$ cat config.mk
export PLATFORM = sky130hd
export DESIGN_NAME = nic_channel_tx_flat
export DESIGN_NICKNAME = d
export VERILOG_FILES = /design/src/rtl/nic_chan_pkg.sv /design/src/rtl/nic_channel_tx_if.sv /design/src/rtl/nic_credit_ctr.sv /design/src/rtl/nic_channel_tx.sv /design/src/flat_wrapper.sv
export SDC_FILE = /design/constraint.sdc
export NUM_CORES = 1
export LEC_CHECK = 0
export BUFFER_PORTS_ARGS = -buffer_cell sky130_fd_sc_hd__buf_2
export CAP_MARGIN = 5
export CORE_ASPECT_RATIO = 0.9
export CORE_MARGIN = 5
export CORE_UTILIZATION = 55
export DETAILED_ROUTE_END_ITERATION = 7
export PLACE_DENSITY_LB_ADDON = 0.25
export SLEW_MARGIN = 10
export SYNTH_ARGS = -nofsm -noshare
export SYNTH_HDL_FRONTEND = slang
export SYNTH_HIERARCHICAL = 1
export SYNTH_SLANG_ARGS = --single-unit
$ cat constraint.sdc
create_clock -name clk -period 7.4 [get_ports clk]
set_clock_uncertainty 0.1 [all_clocks]
set_input_delay 0.37 -clock clk [delete_from_list [all_inputs] [get_ports clk]]
set_output_delay 0.37 -clock clk [all_outputs]
set_load 0.05 [all_outputs]
$ cat src/rtl/nic_chan_pkg.sv
// Shared constants, channel/flow-ctrl field map and FSM state
// for the NIC injection transmitter.
package nic_chan_pkg;

   localparam int NUM_VCS         = 4;
   localparam int BUFFER_SIZE     = 64;
   localparam int CREDITS_PER_VC  = BUFFER_SIZE / NUM_VCS;
   localparam int FLIT_DATA_WIDTH = 64;
   localparam int MAX_PAYLOAD     = 4;
   localparam int DEST_WIDTH      = 4;
   localparam int LEN_WIDTH       = 3;
   localparam int VC_WIDTH        = 2;
   localparam int CTR_WIDTH       = 5;

   localparam int CH_WIDTH = 6 + FLIT_DATA_WIDTH;
   localparam int CH_LINK  = 0;
   localparam int CH_VALID = 1;
   localparam int CH_HEAD  = 2;
   localparam int CH_TAIL  = 3;
   localparam int CH_VC    = 4;
   localparam int CH_DATA  = 6;

   localparam int FC_WIDTH = 3;
   localparam int FC_VALID = 0;
   localparam int FC_VC    = 1;

   typedef enum logic [1:0] {
      IDLE = 2'd0,
      HEAD = 2'd1,
      BODY = 2'd2
   } state_t;

   function automatic logic [LEN_WIDTH-1:0] clamp_len(
      input logic [LEN_WIDTH-1:0] len
   );
      return (len > LEN_WIDTH'(MAX_PAYLOAD)) ?
         LEN_WIDTH'(MAX_PAYLOAD) : len;
   endfunction

endpackage

$ cat src/rtl/nic_channel_tx_if.sv
// Host command/data, router channel and flow-ctrl bundle.
// slave = transmitter side, master = host/router side.
interface nic_channel_tx_if;
   import nic_chan_pkg::*;

   logic                       pkt_valid;
   logic                       pkt_ready;
   logic [DEST_WIDTH-1:0]      pkt_dest;
   logic [LEN_WIDTH-1:0]       pkt_len;
   logic                       data_valid;
   logic                       data_ready;
   logic [FLIT_DATA_WIDTH-1:0] data_in;
   logic [CH_WIDTH-1:0]        channel_out;
   logic [FC_WIDTH-1:0]        flow_ctrl_in;
   logic                       error;

   modport slave (
      input  pkt_valid, pkt_dest, pkt_len,
      input  data_valid, data_in, flow_ctrl_in,
      output pkt_ready, data_ready, channel_out, error
   );

   modport master (
      output pkt_valid, pkt_dest, pkt_len,
      output data_valid, data_in, flow_ctrl_in,
      input  pkt_ready, data_ready, channel_out, error
   );

endinterface

$ cat src/rtl/nic_credit_ctr.sv
// Saturating 0..CREDITS_PER_VC credit counter for one VC.
// A same-cycle inc and dec cancel out.
module nic_credit_ctr
   import nic_chan_pkg::*;
(
   input  logic                 clk,
   input  logic                 reset,
   input  logic                 inc,
   input  logic                 dec,
   output logic [CTR_WIDTH-1:0] count,
   output logic                 full,
   output logic                 empty,
   output logic                 overflow
);

   assign full     = (count == CTR_WIDTH'(CREDITS_PER_VC));
   assign empty    = (count == '0);
   assign overflow = inc && !dec && full;

   always_ff @(posedge clk or negedge reset) begin
      if (!reset) begin
         count <= CTR_WIDTH'(CREDITS_PER_VC);
      end else if (inc && !dec && !full) begin
         count <= count + CTR_WIDTH'(1);
      end else if (dec && !inc && !empty) begin
         count <= count - CTR_WIDTH'(1);
      end
   end

endmodule

$ cat src/rtl/nic_channel_tx.sv
// NIC injection transmitter: packet segmentation, round-robin VC pick,
// per-VC credits. `NIC_LINK_PM_EN enables link_active power management.
module nic_channel_tx
   import nic_chan_pkg::*;
(
   input logic             clk,
   input logic             reset,
   nic_channel_tx_if.slave bus
);

   state_t state, state_nxt;

   logic [VC_WIDTH-1:0]        vc_q, rr_q, pick, idx;
   logic                       pick_ok;
   logic [DEST_WIDTH-1:0]      dest_q;
   logic [LEN_WIDTH-1:0]       len_q, cnt_q;
   logic                       run_q, error_q, link;

   logic [NUM_VCS-1:0]         inc, dec, full, empty, ovf;
   logic [CTR_WIDTH-1:0]       credit [NUM_VCS];

   logic                       accept, head_fire, body_fire, body_last;
   logic                       f_valid, f_head, f_tail;
   logic [VC_WIDTH-1:0]        f_vc;
   logic [FLIT_DATA_WIDTH-1:0] f_data;

   logic                       ch_valid, ch_head, ch_tail;
   logic [VC_WIDTH-1:0]        ch_vc;
   logic [FLIT_DATA_WIDTH-1:0] ch_data;

   for (genvar g = 0; g < NUM_VCS; g++) begin : g_ctr
      nic_credit_ctr u_ctr (
         .clk      (clk),
         .reset    (reset),
         .inc      (inc[g]),
         .dec      (dec[g]),
         .count    (credit[g]),
         .full     (full[g]),
         .empty    (empty[g]),
         .overflow (ovf[g])
      );
   end

   // lowest offset from rr_q wins, so scan from the far end
   always_comb begin
      pick    = '0;
      pick_ok = 1'b0;
      idx     = '0;
      for (int k = NUM_VCS - 1; k >= 0; k--) begin
         idx = rr_q + VC_WIDTH'(k);
         if (!empty[idx]) begin
            pick    = idx;
            pick_ok = 1'b1;
         end
      end
   end

   assign bus.pkt_ready  = run_q && (state == IDLE) && pick_ok;
   assign bus.data_ready = (state == BODY) && !empty[vc_q];

   assign accept    = bus.pkt_valid && bus.pkt_ready;
   assign head_fire = (state == HEAD);
   assign body_fire = bus.data_valid && bus.data_ready;
   assign body_last = ((cnt_q + LEN_WIDTH'(1)) == len_q);

   always_comb begin
      inc = '0;
      dec = '0;
      for (int i = 0; i < NUM_VCS; i++) begin
         inc[i] = bus.flow_ctrl_in[FC_VALID] &&
            (bus.flow_ctrl_in[FC_VC +: VC_WIDTH] == VC_WIDTH'(i));
         dec[i] = (head_fire || body_fire) &&
            (vc_q == VC_WIDTH'(i));
      end
   end

   always_comb begin
      state_nxt = state;
      unique case (state)
         IDLE: if (accept) state_nxt = HEAD;
         HEAD: state_nxt = (len_q == '0) ? IDLE : BODY;
         BODY: if (body_fire && body_last) state_nxt = IDLE;
         default: state_nxt = IDLE;
      endcase
   end

   always_comb begin
      f_valid = head_fire || body_fire;
      f_head  = head_fire;
      f_tail  = 1'b0;
      f_vc    = '0;
      f_data  = '0;
      if (head_fire) begin
         f_tail = (len_q == '0);
         f_vc   = vc_q;
         f_data = {dest_q, len_q,
            {(FLIT_DATA_WIDTH - DEST_WIDTH - LEN_WIDTH){1'b0}}};
      end else if (body_fire) begin
         f_tail = body_last;
         f_vc   = vc_q;
         f_data = bus.data_in;
      end
   end

   always_ff @(posedge clk or negedge reset) begin
      if (!reset) state <= IDLE;
      else        state <= state_nxt;
   end

   always_ff @(posedge clk or negedge reset) begin
      if (!reset) begin
         run_q    <= 1'b0;
         error_q  <= 1'b0;
         vc_q     <= '0;
         rr_q     <= '0;
         dest_q   <= '0;
         len_q    <= '0;
         cnt_q    <= '0;
         ch_valid <= 1'b0;
         ch_head  <= 1'b0;
         ch_tail  <= 1'b0;
         ch_vc    <= '0;
         ch_data  <= '0;
      end else begin
         run_q   <= 1'b1;
         error_q <= error_q | (|ovf);
         if (accept) begin
            vc_q   <= pick;
            rr_q   <= pick + VC_WIDTH'(1);
            dest_q <= bus.pkt_dest;
            len_q  <= clamp_len(bus.pkt_len);
            cnt_q  <= '0;
         end else if (body_fire) begin
            cnt_q <= cnt_q + LEN_WIDTH'(1);
         end
         ch_valid <= f_valid;
         ch_head  <= f_head;
         ch_tail  <= f_tail;
         ch_vc    <= f_vc;
         ch_data  <= f_data;
      end
   end

`ifdef NIC_LINK_PM_EN
   logic link_q;

   always_ff @(posedge clk or negedge reset) begin
      if (!reset) link_q <= 1'b0;
      else link_q <= (state != IDLE) || !(&full) || bus.pkt_valid;
   end

   assign link = link_q;
`else
   logic full_unused;

   assign full_unused = &full;
   assign link        = 1'b1;
`endif

   assign bus.channel_out = {ch_data, ch_vc, ch_tail,
                             ch_head, ch_valid, link};
   assign bus.error       = error_q;

endmodule

$ cat src/flat_wrapper.sv
// flat-port wrapper written by rule: the top's interface ports become plain ports
module nic_channel_tx_flat import nic_chan_pkg::*;
  (clk, reset, bus_pkt_valid, bus_pkt_dest, bus_pkt_len, bus_data_valid, bus_data_in, bus_flow_ctrl_in, bus_pkt_ready, bus_data_ready, bus_channel_out, bus_error);
  nic_channel_tx_if bus_i ();
  input logic clk;
  input logic reset;
  input wire logic [$bits(bus_i.pkt_valid)-1:0] bus_pkt_valid;
  input wire logic [$bits(bus_i.pkt_dest)-1:0] bus_pkt_dest;
  input wire logic [$bits(bus_i.pkt_len)-1:0] bus_pkt_len;
  input wire logic [$bits(bus_i.data_valid)-1:0] bus_data_valid;
  input wire logic [$bits(bus_i.data_in)-1:0] bus_data_in;
  input wire logic [$bits(bus_i.flow_ctrl_in)-1:0] bus_flow_ctrl_in;
  output wire logic [$bits(bus_i.pkt_ready)-1:0] bus_pkt_ready;
  output wire logic [$bits(bus_i.data_ready)-1:0] bus_data_ready;
  output wire logic [$bits(bus_i.channel_out)-1:0] bus_channel_out;
  output wire logic [$bits(bus_i.error)-1:0] bus_error;
  assign bus_i.pkt_valid = bus_pkt_valid;
  assign bus_i.pkt_dest = bus_pkt_dest;
  assign bus_i.pkt_len = bus_pkt_len;
  assign bus_i.data_valid = bus_data_valid;
  assign bus_i.data_in = bus_data_in;
  assign bus_i.flow_ctrl_in = bus_flow_ctrl_in;
  assign bus_pkt_ready = bus_i.pkt_ready;
  assign bus_data_ready = bus_i.data_ready;
  assign bus_channel_out = bus_i.channel_out;
  assign bus_error = bus_i.error;
  nic_channel_tx u_core (.clk(clk), .reset(reset), .bus(bus_i));
endmodule
==> results.yml <==
sta:
  period_minus_slack_ps: 3530
  hold_viol_final: 0
  fmax_ghz: 0.283
  rsz0062_at_grt: "no"
  slew_violations: 0
  relSlewSlack: 0.265
  finalCritPeriodShare: 0.478
  setup_tns_ps: 0
  setup_viol: 0
  finalWorstSetupSlack_ps: 3870
  worstMarginPinSlew_ps: 1100
  hold_slack_ps: 86.1
setup_path:
  reg2reg_depth: 13
  r2r-end: "u_core/g_ctr[2].u_ctr/count[4]$_DFFE_PN1P_"
  max_stage_delay_ps: 490
  r2r_start: "u_core/g_ctr[0].u_ctr/count[0]$_DFFE_PN0P_"
  worst_path_max_delay_cell: "dfrtp_1"
  cp-end-kind: "register"
  crit_fanout: 6
  cp_cell_sequence: "nor4_4 -> nand2b_1 -> clkinv_1 -> mux4_2 -> o21ai_2 -> and2_1 -> nor2b_1 -> nor2b_1 -> nand2_1 -> fa_1 -> a21o_1 -> a21oi_1 -> mux4_2"
  cp-endpoint: "u_core/g_ctr[2].u_ctr/count[4]$_DFFE_PN1P_"
  path_depth: 13
  reg2reg_setup_slack_ps: 3870
  crit_type: "reg -> reg"
  required_ps: 7580
  critPathLaunchType: "register"
  cp_top_family: "simple AND/OR/NAND/NOR gates"
  startpoint: "u_core/g_ctr[0].u_ctr/count[0]$_DFFE_PN0P_"
  critPathBufInv: 1
  crit_arrival_ps: 3720
floorplanning:
  initial_core_util: 0.564
  core_um2: 8570
  die_x_um: 109
  die_y_um: 98.9
  fp-row-count: 32
  die_area_um2: 10800
  io_pins: 151
synthesis:
  synth_top_area_share: 0.533
  syn_area_um2: 4830
  synth_top_area_cell: "dfrtp_1"
  synth-warning-count: 6
  synth-edff-count: 0
  synth_cells: 422
  synth_cell_types: 48
  synth-seq-cells: 107
  synthTopCellsByArea: "dfrtp_1 53%, and2_1 7.6%, ha_1 3.4%"
  synth-async-reset-ratio: 1.00
  synth-main-ff-cell: "dfrtp_1"
  netlist_top_cells_count: "103 x dfrtp_1, 59 x and2_1, 42 x nand2_1"
  syn_area_per_cell_um2: 11.5
  synth_most_common_cell: "dfrtp_1"
  yosysSeqAreaShare: 0.555
routing:
  routed_wirelength_mm: 10.4
  vias: 3559
  drt-pass1-iter-count: 5
  via_per_inst: 5.11
  drt_iter0_drc: 211
  drc: 0
  ant_nets: 0
  wl_per_cell_um: 15.0
grt:
  grt_pass1_vias: 3629
  overflow: 0
  grt_max_degree: 76
  antenna_found_initial: 0
  grt_pass1_wl_mm: 17.0
  grt_use_total: 0.200
layout:
  area_growth_pct: 20.7
  fin_util: 0.681
  layout.cells.non_filler: 696
  multiInputGateArea_um2: 2010
  fillers: 691
  seqCellArea_um2: 2680
  drive_gt1_frac: 0.338
  num_antenna_cells: 0
  nNetsFinal: 667
clock_network:
  clock-sinks: 107
  cts_setup_buffers: 0
  cts_buffers: 9
  cts.reportedPaths.clkPinSlew_ps: 110
  root_buffer: "clkbuf_8"
  cts_resized: 0
  clockBufferDepth: 2
  cts_tree: "built"
  htree_levels: 3
  clock_latency_ps: 360
  cts_hold_buf: 1
place:
  gp_congestion: 0.842
  port_buffers: 149
  dp_slack_ps: 3870
  dpl.hpwl_mm: 7.83
  dp.cells: 679
power_and_ir_drop:
  internal_power_w: 0.00119
  power.share.clock: 0.158
  power.switching_w: 0.000873
  comb_power_share: 0.414
  p_per_area_nw_per_um2: 354
  ir_drop_uv: 206
  p_leak_nw: 3.08
  pwr-share-seq: 0.428
  p_sw_frac: 0.423
run:
  cap_violations: 0
hold_path:
  holdCritPathClass: "in -> reg"
run_status:
  status: "complete, no violations"
worst min-delay path by stage:
stage / slack (ps) / startpoint / cells past startpoint / to
after floorplan: -30 / reset / 0 / u_core/bus.error$_DFF_PN0_
final: 90 / bus_pkt_dest[1] / 3 / u_core/dest_q[1]$_DFFE_PN0P_
after global routing: 70 / bus_pkt_dest[2] / 3 / u_core/dest_q[2]$_DFFE_PN0P_
after global placement: 240 / reset / 1 / u_core/ch_data[19]$_DFF_PN0_
after CTS: 70 / bus_pkt_dest[1] / 3 / u_core/dest_q[1]$_DFFE_PN0P_
after detailed placement: 240 / reset / 1 / u_core/ch_data[18]$_DFF_PN0_
placed cells by master (no fill, tap or decap), drive strengths merged, types with 11 or more instances in the layout:
master	netlist	routed
nor2	26	26
a21oi	22	22
and2	59	59
inv	9	11
buf	8	150
dfrtp	103	103
nand2b	18	18
ha	13	13
nand2	46	46
xor2	11	11
layout make-up:
class,instances,share of cell area
inverters,13,0.00836
clock buffers,10,0.0219
flip-flops and latches,107,0.460
well taps,119,0.0255
repair buffers,151,0.131
clock inverters,6,0.00836
multi-input cells,290,0.345
power by group through the flow:
stage          registers, W  clock network (W)  logic (W)
2_1_floorplan       0.00105                  0   0.000502
3_3_place_gp       0.000885                  0   0.000837
3_5_place_dp       0.000896                  0   0.000853
4_1_cts            0.000884           0.000335   0.000858
5_1_grt            0.000906           0.000363   0.000931
6_report           0.000884           0.000326   0.000854
kinds of logic after synthesis:
| group | synth area share |
|---|---|
| simple gates | 0.218 |
| flops | 0.555 |
| compound gates | 0.0888 |
| buf+inv | 0.0292 |
| xor+xnor | 0.0326 |
| fa+ha+maj | 0.0502 |
| mux | 0.0254 |
| other cells | 0.000776 |
routing by layer:
metal | share of wire | GRT usage | vias up
met5 | 0 | 0 | -
met4 | 0.018 | 0.0631 | 0
met3 | 0.093 | 0.0668 | 16
met2 | 0.49 | 0.333 | 127
met1 | 0.40 | 0.247 | 1703
li1 | - | - | 1713
worst reg2reg max path: stages, from the launching register on:
cell	delay [ps]
dfrtp_1	490
nor4_4	370
nand2b_1	170
clkinv_1	130
mux4_2	310
o21ai_2	70
and2_1	160
nor2b_1	160
nor2b_1	200
nand2_1	170
fa_1	430
a21o_1	190
a21oi_1	170
mux4_2	330
state kept, by name, indices dropped and copies added, names as in the netlist:
register                  count
u_core/ch_data               64
u_core/g_ctr.u_ctr/count     20
u_core/dest_q                 4
u_core/cnt_q                  3
u_core/len_q                  3
u_core/ch_vc                  2
u_core/rr_q                   2
u_core/state                  2
u_core/vc_q                   2
u_core/bus.error              1
u_core/ch_head                1
u_core/ch_tail                1
u_core/ch_valid               1
u_core/run_q                  1
per-stage QoR:
step	power, W	area (um^2)
after floorplan	0.00155	4840
after global placement	0.00172	5650
after detailed placement	0.00175	5650
after CTS	0.00208	5840
after global routing	0.00220	5840
final	0.00206	5840
(Power assumes the default switching activity.)
